File: config.mk
export PLATFORM = sky130hd
export DESIGN_NAME = if_fetch_sequencer
export DESIGN_NICKNAME = d
export VERILOG_FILES = /design/src/rtl/if_fetch_sequencer.sv
export SDC_FILE = /design/constraint.sdc
export NUM_CORES = 1
export LEC_CHECK = 0
export CELL_PAD_IN_SITES_DETAIL_PLACEMENT = 0
export CELL_PAD_IN_SITES_GLOBAL_PLACEMENT = 1
export CORE_AREA = 4 4 154 156
export CTS_CLUSTER_SIZE = 8
export DETAILED_ROUTE_END_ITERATION = 8
export DIE_AREA = 0 0 158 160
export HOLD_SLACK_MARGIN = 0.08
export PLACE_DENSITY_LB_ADDON = 0.1
export SLEW_MARGIN = 20
export SYNTH_ARGS = -nofsm -noshare
export SYNTH_HDL_FRONTEND = slang
export SYNTH_SLANG_ARGS = --single-unit
File: constraint.sdc
create_clock -name clk -period 8.42 [get_ports clk]
set_clock_uncertainty 0.15 [all_clocks]
set_input_delay 2.105 -clock clk [delete_from_list [all_inputs] [get_ports clk]]
set_output_delay 2.105 -clock clk [all_outputs]
set_load 0.02 [all_outputs]
File: src/rtl/if_fetch_sequencer.sv
// rtl/if_fetch_sequencer.sv - fetch-stage PC owner and single-outstanding imem requester
// Redirects from EX always win; a one-word hold buffer absorbs a response that lands during a stall.
module if_fetch_sequencer #(
    parameter logic [31:0] RESET_PC  = 32'h0000_0000,
    parameter logic [31:0] NOP_INSTR = 32'h0000_0013
) (
    input  logic        clk,
    input  logic        rst,
    input  logic [31:0] PCTargetE,
    input  logic        PCSrcE,
    input  logic        StallF,
    output logic        imem_req_valid,
    input  logic        imem_req_ready,
    output logic [31:0] imem_req_addr,
    input  logic        imem_rsp_valid,
    input  logic [31:0] imem_rsp_data,
    output logic [31:0] InstrF,
    output logic [31:0] PCF,
    output logic [31:0] PCPlus4F,
    output logic        InstrValidF,
    output logic        MisalignF
);

    typedef enum logic [2:0] {
        BOOT  = 3'd0,
        REQ   = 3'd1,
        WAIT  = 3'd2,
        HOLD  = 3'd3,
        DRAIN = 3'd4
    } state_t;

    state_t      state_q, state_d;
    logic [31:0] fetch_pc_q, fetch_pc_d;
    logic [31:0] req_pc_q, req_pc_d;
    logic [31:0] hold_data_q, hold_data_d;
    logic [31:0] instr_q, instr_d;
    logic [31:0] pcf_q, pcf_d;
    logic [31:0] pcplus4_q, pcplus4_d;
    logic        valid_q, valid_d;
    logic        misalign_q, misalign_d;
    logic        req_valid_q, req_valid_d;

    logic        handshake;
    logic        deliver;
    logic [31:0] deliver_data;

    assign handshake = req_valid_q & imem_req_ready;

    always_comb begin
        state_d      = state_q;
        fetch_pc_d   = fetch_pc_q;
        req_pc_d     = req_pc_q;
        hold_data_d  = hold_data_q;
        instr_d      = instr_q;
        pcf_d        = pcf_q;
        pcplus4_d    = pcplus4_q;
        valid_d      = valid_q;
        misalign_d   = 1'b0;
        deliver      = 1'b0;
        deliver_data = imem_rsp_data;

        case (state_q)
            BOOT: state_d = REQ;
            REQ: begin
                if (handshake) begin
                    req_pc_d   = fetch_pc_q;
                    fetch_pc_d = fetch_pc_q + 32'd4;
                    state_d    = WAIT;
                end
            end
            WAIT: begin
                if (imem_rsp_valid) begin
                    if (StallF) begin
                        hold_data_d = imem_rsp_data;
                        state_d     = HOLD;
                    end else begin
                        deliver = 1'b1;
                        state_d = REQ;
                    end
                end
            end
            HOLD: begin
                if (!StallF) begin
                    deliver      = 1'b1;
                    deliver_data = hold_data_q;
                    state_d      = REQ;
                end
            end
            DRAIN: begin
                if (imem_rsp_valid) begin
                    state_d = REQ;
                end
            end
            default: state_d = BOOT;
        endcase

        if (PCSrcE) begin
            fetch_pc_d = {PCTargetE[31:2], 2'b00};
            misalign_d = |PCTargetE[1:0];
            valid_d    = 1'b0;
            instr_d    = NOP_INSTR;
            // Any request already accepted is wrong-path; its beat must be swallowed before refetching.
            case (state_q)
                REQ:     state_d = handshake ? DRAIN : REQ;
                WAIT:    state_d = imem_rsp_valid ? REQ : DRAIN;
                DRAIN:   state_d = imem_rsp_valid ? REQ : DRAIN;
                default: state_d = REQ;
            endcase
        end else if (deliver) begin
            instr_d   = deliver_data;
            pcf_d     = req_pc_q;
            pcplus4_d = req_pc_q + 32'd4;
            valid_d   = 1'b1;
        end else if (!StallF) begin
            valid_d = 1'b0;
            instr_d = NOP_INSTR;
        end

        req_valid_d = (state_d == REQ);
    end

    always_ff @(posedge clk or posedge rst) begin
        if (rst) begin
            state_q     <= BOOT;
            fetch_pc_q  <= RESET_PC;
            req_pc_q    <= RESET_PC;
            hold_data_q <= NOP_INSTR;
            instr_q     <= NOP_INSTR;
            pcf_q       <= 32'h0000_0000;
            pcplus4_q   <= 32'h0000_0004;
            valid_q     <= 1'b0;
            misalign_q  <= 1'b0;
            req_valid_q <= 1'b0;
        end else begin
            state_q     <= state_d;
            fetch_pc_q  <= fetch_pc_d;
            req_pc_q    <= req_pc_d;
            hold_data_q <= hold_data_d;
            instr_q     <= instr_d;
            pcf_q       <= pcf_d;
            pcplus4_q   <= pcplus4_d;
            valid_q     <= valid_d;
            misalign_q  <= misalign_d;
            req_valid_q <= req_valid_d;
        end
    end

    assign imem_req_valid = req_valid_q;
    assign imem_req_addr  = fetch_pc_q;
    assign InstrF         = instr_q;
    assign PCF            = pcf_q;
    assign PCPlus4F       = pcplus4_q;
    assign InstrValidF    = valid_q;
    assign MisalignF      = misalign_q;

endmodule

==> flow_metrics.env <==
export IMPL_syn_area_per_cell_um2=10.7
export IMPL_cts_buffer_depth=2
export IMPL_start_kind="input pin"
export IMPL_drt_iter0_drc=354
export IMPL_h_tree_depth=4
export IMPL_first_pass_iters=4
export IMPL_setup_tns_ns=0
export IMPL_hold_path_class="flop to flop"
export IMPL_cts_hold_buffers=0
export IMPL_slew_headroom_pct=36.5
export IMPL_synth_cell_types=48
export IMPL_drv_slew=0
export IMPL_core_area_um2=22400
export IMPL_place_inst=1248
export IMPL_instances_no_fill=1280
export IMPL_powerDensity_nw_per_um2=295
export IMPL_regArea_um2=4760
export IMPL_grt_pass1_wl_um=36400
export IMPL_criticalPathCategory="input pin to flop"
export IMPL_post_cts_resized=0
export IMPL_syn_inst=803
export IMPL_io_pins=201
export IMPL_layout_min_cycle_time_ns=4.13
export IMPL_post_dp_hpwl_um=15800
export IMPL_max_cap_viol_count=0
export IMPL_peakVddDrop_mv=0.136
export IMPL_start_util_pct=38.4
export IMPL_netlist_area_leader_share_pct=53.3
export IMPL_portBuffers=194
export IMPL_synth_warnings=0
export IMPL_die_area_um2=25300
export IMPL_layout_drive_gt1_share_pct=13.3
export IMPL_setup_violations=0
export IMPL_grt_usage_pct=18.3
export IMPL_clkTransAtPathRegs_ns=0.07
export IMPL_cts_root_buffer="clkbuf_16"
export IMPL_placed_area_um2=10700
export IMPL_diodes=0
export IMPL_tightest_slew_ns=0.953
export IMPL_cp_max_fo=97
export IMPL_max_freq_ghz=0.242
export IMPL_post_cts_buffers=0
export IMPL_vias=6365
export IMPL_nNetsFinal=1054
export IMPL_die_y_um=160
export IMPL_synthFlopType="dfrtp_1"
export IMPL_ant_nets=0
export IMPL_synth_seq_cells=190
export IMPL_antenna_found_initial=0
export IMPL_cts_tree="done"
export IMPL_startpoint="imem_rsp_valid"
export IMPL_synth_seq_area_share_pct=55.5
export IMPL_final_cell_mix="196 x nand2_1, 193 x clkdlybuf4s50_1, 183 x dfrtp_1"
export IMPL_gp_congestion=0.801
export IMPL_cts_sinks=190
export IMPL_rsz0062_at_grt="no"
export IMPL_async_reset_ff_share_pct=100
export IMPL_clk_latency_ns=0.44
export IMPL_p_leak_nw=4.77
export IMPL_routed_wl_um=22500
export IMPL_fill_cells=2071
export IMPL_cts_made_buffers=17
export IMPL_syn_area_um2=8590
export IMPL_synth_area_leader_cell="dfrtp_1"
export IMPL_grt_pass1_vias=6271
export IMPL_die_width_um=158
export IMPL_r2r_cells=4
export IMPL_rows=55
export IMPL_fin_area_um2=11400
export IMPL_end_kind="flop"
export IMPL_layout_commonest_cell="nand2_1"
export IMPL_drc=0
export IMPL_multi_input_area_um2=3600
export IMPL_synth_edf_count=0
export IMPL_min_delay_start="PCF[23]"
export IMPL_wire_per_inst_um=17.6
export IMPL_finalHoldViolations=0
export IMPL_hold_depth=2
export IMPL_netlist_top_cells_area="dfrtp_1 53%, nand2_1 8.6%, mux2_2 8.4%"
export IMPL_grt_max_degree=140
export IMPL_worst_ep_required_time_ns=8.54
export IMPL_arrival_ns=4.24
export IMPL_finalCritPeriodShare_pct=49.0
export IMPL_grt_overflow=0
export IMPL_status="finished clean"
export IMPL_vias_per_cell=4.97
export IMPL_timing_rr_start="state_q[0]"
export IMPL_areaGrowthSynthToFinish_pct=32.3
[routing by layer]
| layer | part of all wire (%) | global-route usage [%] | wire [µm] |
|---|---|---|---|
| met1 | 50 | 28.3 | 11300 |
| met2 | 43 | 26.2 | 9750 |
| met3 | 5.2 | 3.98 | 1170 |
| met4 | 1.5 | 4.61 | 328 |
| met5 | 0 | 0 | 0 |
[where the power goes]
part,internal (W),total (W),switching (W)
Combinational,0.000522,0.00102,0.000497
Sequential,0.00120,0.00149,0.000284
Clock,0.000458,0.000843,0.000385
Total,0.00218,0.00335,0.00117
[cell type report]
class / count / area share (%)
flip-flops and latches: 190 / 41.9
inverters: 7 / 0.297
multi-input cells: 564 / 31.7
well taps: 285 / 3.14
repair buffers: 202 / 17.6
clock inverters: 14 / 1.53
clock buffers: 18 / 3.87
[critical path, stage by stage]
cell	delay, ns
clkdlybuf4s50_1	0.44
nor2_1	0.30
or4_4	0.37
buf_4	0.74
o21ai_0	0.24
[sequential cells by signal, summed over array words and instances (netlist names)]
name            cells
MisalignF           1
PCPlus4F           30
imem_req_valid      1
req_pc_q           30
hold_data_q        32
state_q             3
imem_req_addr      30
PCF                30
InstrValidF         1
InstrF             32
[cells in the mapped netlist (all sizes together) (3+ instances only)]
master  number
nand2      196
dfrtp      183
o21ai       91
mux2        65
xor2        36
mux2i       35
clkbuf      30
nand4       28
xnor2       21
nand3       18
buf         17
nor2        15
nor4        10
and3         9
nor3         9
dfstp        7
inv          7
a21oi        3
or4          3
[per-stage QoR]
step	power [W]	setup WS (ns)	util [%]	hold slack, ns
floorplan	0.00203	1.01	-	0.314
global placement	0.00252	3.87	48.1	0.309
detailed placement	0.00254	3.80	48.1	0.313
CTS	0.00339	4.27	50.8	0.331
global route	0.00355	4.10	50.8	0.350
finish	0.00335	4.29	50.8	0.324
[worst paths after layout]
| check | to | slack (ns) |
|---|---|---|
| min in group asynchronous | InstrF[6] | 2.15 |
| max in group asynchronous | req_pc_q[31] | 4.67 |
| min reg2reg | PCF[23] | 0.32 |
| min | PCF[23] | 0.32 |
| max reg2reg | PCPlus4F[17] | 5.94 |
| max | PCPlus4F[17] | 4.29 |
[cell families after synthesis]
family / count (synthesis) / synth area share, %
DFF: 190 / 55.5
and+or+nand+nor: 303 / 17.1
AOI/OAI and AO/OA: 96 / 5.65
adders and majority gates: 2 / 0.291
other: 1 / 0.0437
xor gates and xnor gates: 57 / 5.81
muxes: 100 / 12.6
buffers and inverters: 54 / 3.06
Power figures use the tool's default switching activity.
